`config.mk`:
```
export PLATFORM = sky130hd
export DESIGN_NAME = serial_adder_ctrl
export DESIGN_NICKNAME = d
export VERILOG_FILES = /design/src/rtl/serial_adder_pkg.sv /design/src/rtl/fulladder.sv /design/src/rtl/serial_adder_ctrl.sv
export SDC_FILE = /design/constraint.sdc
export NUM_CORES = 1
export LEC_CHECK = 0
export CORE_ASPECT_RATIO = 0.6
export CORE_MARGIN = 2
export CORE_UTILIZATION = 50
export CTS_CLUSTER_DIAMETER = 40
export DETAILED_ROUTE_END_ITERATION = 8
export GPL_TIMING_DRIVEN = 1
export PLACE_DENSITY = 0.85
export RECOVER_POWER = 100
export SLEW_MARGIN = 10
export SYNTH_ARGS = -nofsm -noshare
export SYNTH_HDL_FRONTEND = slang
export SYNTH_SLANG_ARGS = --single-unit
```
`constraint.sdc`:
```
create_clock -name clk -period 1.3 [get_ports clk]
set_input_delay 0.13 -clock clk [delete_from_list [all_inputs] [get_ports clk]]
set_output_delay 0.13 -clock clk [all_outputs]
set_load 0.005 [all_outputs]
```
`src/rtl/serial_adder_pkg.sv`:
```
// Shared types and constants for the bit-serial adder controller.
package serial_adder_pkg;

  localparam int unsigned WIDTH_DEFAULT = 8;

  typedef enum logic [1:0] {
    IDLE = 2'd0,
    RUN  = 2'd1,
    DONE = 2'd2
  } state_t;

endpackage

```
`src/rtl/fulladder.sv`:
```
// One-bit full adder; the only adding element in the serial datapath.
module fulladder (
  input  logic a,
  input  logic b,
  input  logic cin,
  output logic sum,
  output logic cout
);

  assign sum  = a ^ b ^ cin;
  assign cout = (a & b) | (cin & (a ^ b));

endmodule

```
`src/rtl/serial_adder_ctrl.sv`:
```
// Bit-serial adder: one result bit per RUN cycle through a single full adder,
// with the result published only when the addition completes.
module serial_adder_ctrl
  import serial_adder_pkg::*;
#(
  parameter int unsigned WIDTH = WIDTH_DEFAULT
) (
  input  logic             clk,
  input  logic             rst,
  input  logic             start,
  input  logic [WIDTH-1:0] a,
  input  logic [WIDTH-1:0] b,
  input  logic             cin,
  output logic             ready,
  output logic             busy,
  output logic             done,
  output logic [WIDTH-1:0] sum,
  output logic             cout
);

  localparam int unsigned CW = $clog2(WIDTH + 1);

  state_t           state;
  logic [WIDTH-1:0] a_sh;
  logic [WIDTH-1:0] b_sh;
  logic [WIDTH-2:0] res;
  logic             carry;
  logic [CW-1:0]    cnt;
  logic             fa_sum;
  logic             fa_cout;
  logic [WIDTH-1:0] res_shift;

  fulladder u_fa (
    .a    (a_sh[0]),
    .b    (b_sh[0]),
    .cin  (carry),
    .sum  (fa_sum),
    .cout (fa_cout)
  );

  // Partial result with this cycle's bit entering at the MSB; bit 0 only matters on the last cycle.
  assign res_shift = {fa_sum, res};

  always_ff @(posedge clk) begin
    if (rst) begin
      state <= IDLE;
      ready <= 1'b1;
      busy  <= 1'b0;
      done  <= 1'b0;
      sum   <= '0;
      cout  <= 1'b0;
      a_sh  <= '0;
      b_sh  <= '0;
      res   <= '0;
      carry <= 1'b0;
      cnt   <= '0;
    end else begin
      case (state)
        IDLE, DONE: begin
          done <= 1'b0;
          if (start) begin
            state <= RUN;
            ready <= 1'b0;
            busy  <= 1'b1;
            a_sh  <= a;
            b_sh  <= b;
            carry <= cin;
            res   <= '0;
            cnt   <= '0;
          end else begin
            state <= IDLE;
            ready <= 1'b1;
            busy  <= 1'b0;
          end
        end
        RUN: begin
          a_sh  <= a_sh >> 1;
          b_sh  <= b_sh >> 1;
          carry <= fa_cout;
          res   <= res_shift[WIDTH-1:1];
          cnt   <= cnt + CW'(1);
          if (cnt == CW'(WIDTH - 1)) begin
            state <= DONE;
            done  <= 1'b1;
            ready <= 1'b1;
            busy  <= 1'b0;
            sum   <= res_shift;
            cout  <= fa_cout;
          end
        end
        default: begin
          state <= IDLE;
          ready <= 1'b1;
          busy  <= 1'b0;
          done  <= 1'b0;
        end
      endcase
    end
  end

endmodule

```
==> reports/results.tsv <==
metric	value	unit
nets	245	
cts_tree	yes	
cp_slowest_cell	clkdlybuf4s50_1	
fill_cells	256	
maxCapViolCount	0	
synth_warnings	0	
routed_wl	3.974	mm
num_io_pins	32	
crit_arrival	1.12	ns
drt_pre_antenna_iters	4	
hold_depth	3	
ys_seq_area_share	47.85	%
period_minus_slack	1.251	ns
hold_viol	0	
syn_area_per_cell	9.272	um2
outcome	completed	
power-per-cell-area	1106	mW/mm2
clk_latency	0.30	ns
antenna-diode-count	0	
cts-buffers-inserted	5	
critPathRequiredTime	1.17	ns
wl_per_cell	14.83	um
root_buffer	clkbuf_8	
synth_top_area_cell	dfxtp_1	
path_depth	1	
vias	1500	
die_y	49.37	um
use_met3	8.704	%
min_path_type	in2reg	
final_antenna_net_count	0	
netlist.area_leader.share	47.85	%
grt_max_degree	34	
finalNonFillerCells	268	
clk_path_buf_depth	2	
synth_area_leaders	dfxtp_1, a21oi_1, nand2b_1	
finalCritPeriodShare	96.23	%
grt_pass1_vias	1366	
start_util	52.57	%
antenna_found_initial	0	
end_kind	output pin	
h-tree-depth	2	
slowest_delay	0.49	ns
portBuffers	31	
fin_hold_ws	0.3801	ns
worstSetupStartpointType	flip-flop	
grt_busiest_layer	met1	
cp_num_buf_inv	1	
grtUsageMet2	30.39	%
crit_type	reg2out	
num_rows	16	
p_leak	0.0008374	uW
mostFrequentLayoutCells	dfxtp_1, a21oi_1, clkdlybuf4s50_1	
path_delay_family	buffers and inverters	
grt.total_usage	21.96	%
rsz0062_at_grt	false	
core	0.003263	mm2
path_cells	clkdlybuf4s50_1	
hpwl	2.533	mm
clock-sinks	41	
ys_ff_latch	41	
grt_pass1_wl	6.486	mm
peakVddDrop	0.0007170	V
multi_input_area	829.5	um2
syn_area	0.001715	mm2
finClkSkew	0.006590	ns
worst-slew-pin-transition	0.3442	ns
synth_cell_types	26	
slew_headroom	76.98	%
drc	0	
syn_inst	185	
totalPowerFinal	2501	uW
drt-initial-drc-count	101	
area_growth	31.80	%
max_freq	0.7994	GHz
dp_cells	260	
layout.area.seq	833.3	um2
drive_gt1_share	14.80	%
grt-ovfl-total	0	
place.gp.congestion	0.8739	
final_common_cell	dfxtp_1	
dpl_cell_area	0.002126	mm2
fp.dieW	79.62	um
clk_pin_slew_worst_paths	0.07	ns
setup_viol	0	
r2r_cells	5	
slew_violations	0	
syn_nets	207	
use_met1	31.16	%
dieArea	0.003931	mm2
crit_fanout	2	
drt-vias-per-instance	5.597	
final_cell_area	0.002261	mm2
stage by stage:
step | TNS (ns) | utilization [%] | setup slack [ns]
after floorplan | 0 | - | 0.1404
after global placement | -0.7465 | 65.15 | -0.09894
after detailed placement | -1.166 | 65.15 | -0.1541
after CTS | 0 | 68.52 | 0.002833
after global routing | 0 | 69.29 | 0.001213
final | 0 | 69.29 | 0.04902
flip-flops by register name, summed over array words and instances (netlist names):
signal,cells
carry,1
cnt,4
done,1
ready,1
res,7
state,2
sum,8
b_sh,8
a_sh,8
cout,1
worst register-to-register path, delay by kind of cell (launching register included):
family / cells / cell delay [ns]
AO/OA/AOI/OAI: 1 / 0.16
adder cells (fa/ha/maj): 1 / 0.19
buffers and inverters: 1 / 0.19
flip-flops: 1 / 0.40
AND/OR/NAND/NOR: 2 / 0.19
cell type report:
type                       instances  share of cell area (%)
tap                               45                   2.490
inverter                           1                  0.1660
multi-input combinational        128                   36.69
timing repair buffer              46                   19.98
sequential                        41                   36.86
clock buffer                       7                   3.818
synthesized netlist by cell type:
| library cell | count |
|---|---|
| a21oi_1 | 28 |
| buf_1 | 1 |
| inv_1 | 1 |
| dfxtp_1 | 41 |
| nor2b_1 | 1 |
| nand4_1 | 1 |
| fa_1 | 1 |
| a31oi_1 | 1 |
| nand2b_1 | 21 |
| nor3b_1 | 1 |
| nor2_1 | 4 |
| and2b_1 | 1 |
| buf_2 | 6 |
| a22oi_1 | 15 |
| a211oi_1 | 2 |
| nor2_8 | 1 |
| clkbuf_1 | 3 |
| nor3_1 | 1 |
| ha_1 | 1 |
| buf_6 | 1 |
| nand3_1 | 26 |
| mux2_1 | 2 |
| buf_4 | 5 |
| nand2_1 | 10 |
| nand3b_2 | 1 |
| mux2i_1 | 9 |
path summary, 6_finish.rpt:
check,from,endpoint,slack (ns)
worst max-delay path,sum[7],sum[7],0.05
worst min-delay path,a[7],a_sh[7],0.38
worst max register to register,cnt[0],state[0],0.08
worst min register to register,a_sh[1],a_sh[1],0.47
logic make-up (layout without fill, tap and decap cells):
group,after synthesis,count (layout),share of synthesized area (%)
mux,11,11,6.565
flops,41,41,47.85
simple gates,68,69,22.03
fa+ha+maj,2,2,1.896
buf+inv,17,54,5.689
compound gates,46,46,15.97
metal layers:
layer	wire, um	up-vias
li1	-	726
met1	1861	708
met2	1752	60
met3	307	6
met4	52	0
met5	0	-
power by group:
| group | switching (uW) | internal (uW) |
|---|---|---|
| combinational | 173 | 167 |
| clock | 406 | 421 |
| sequential | 30.4 | 1300 |
timing repair:
action | in CTS | in global routing
hold buffers | 0 | 0
resized for setup | 3 | 14
pin swaps | 1 | 0
cloned | 1 | 0
setup buffers | 0 | 0
setup endpoints to repair | 5 | 22
(Power assumes the default switching activity.)
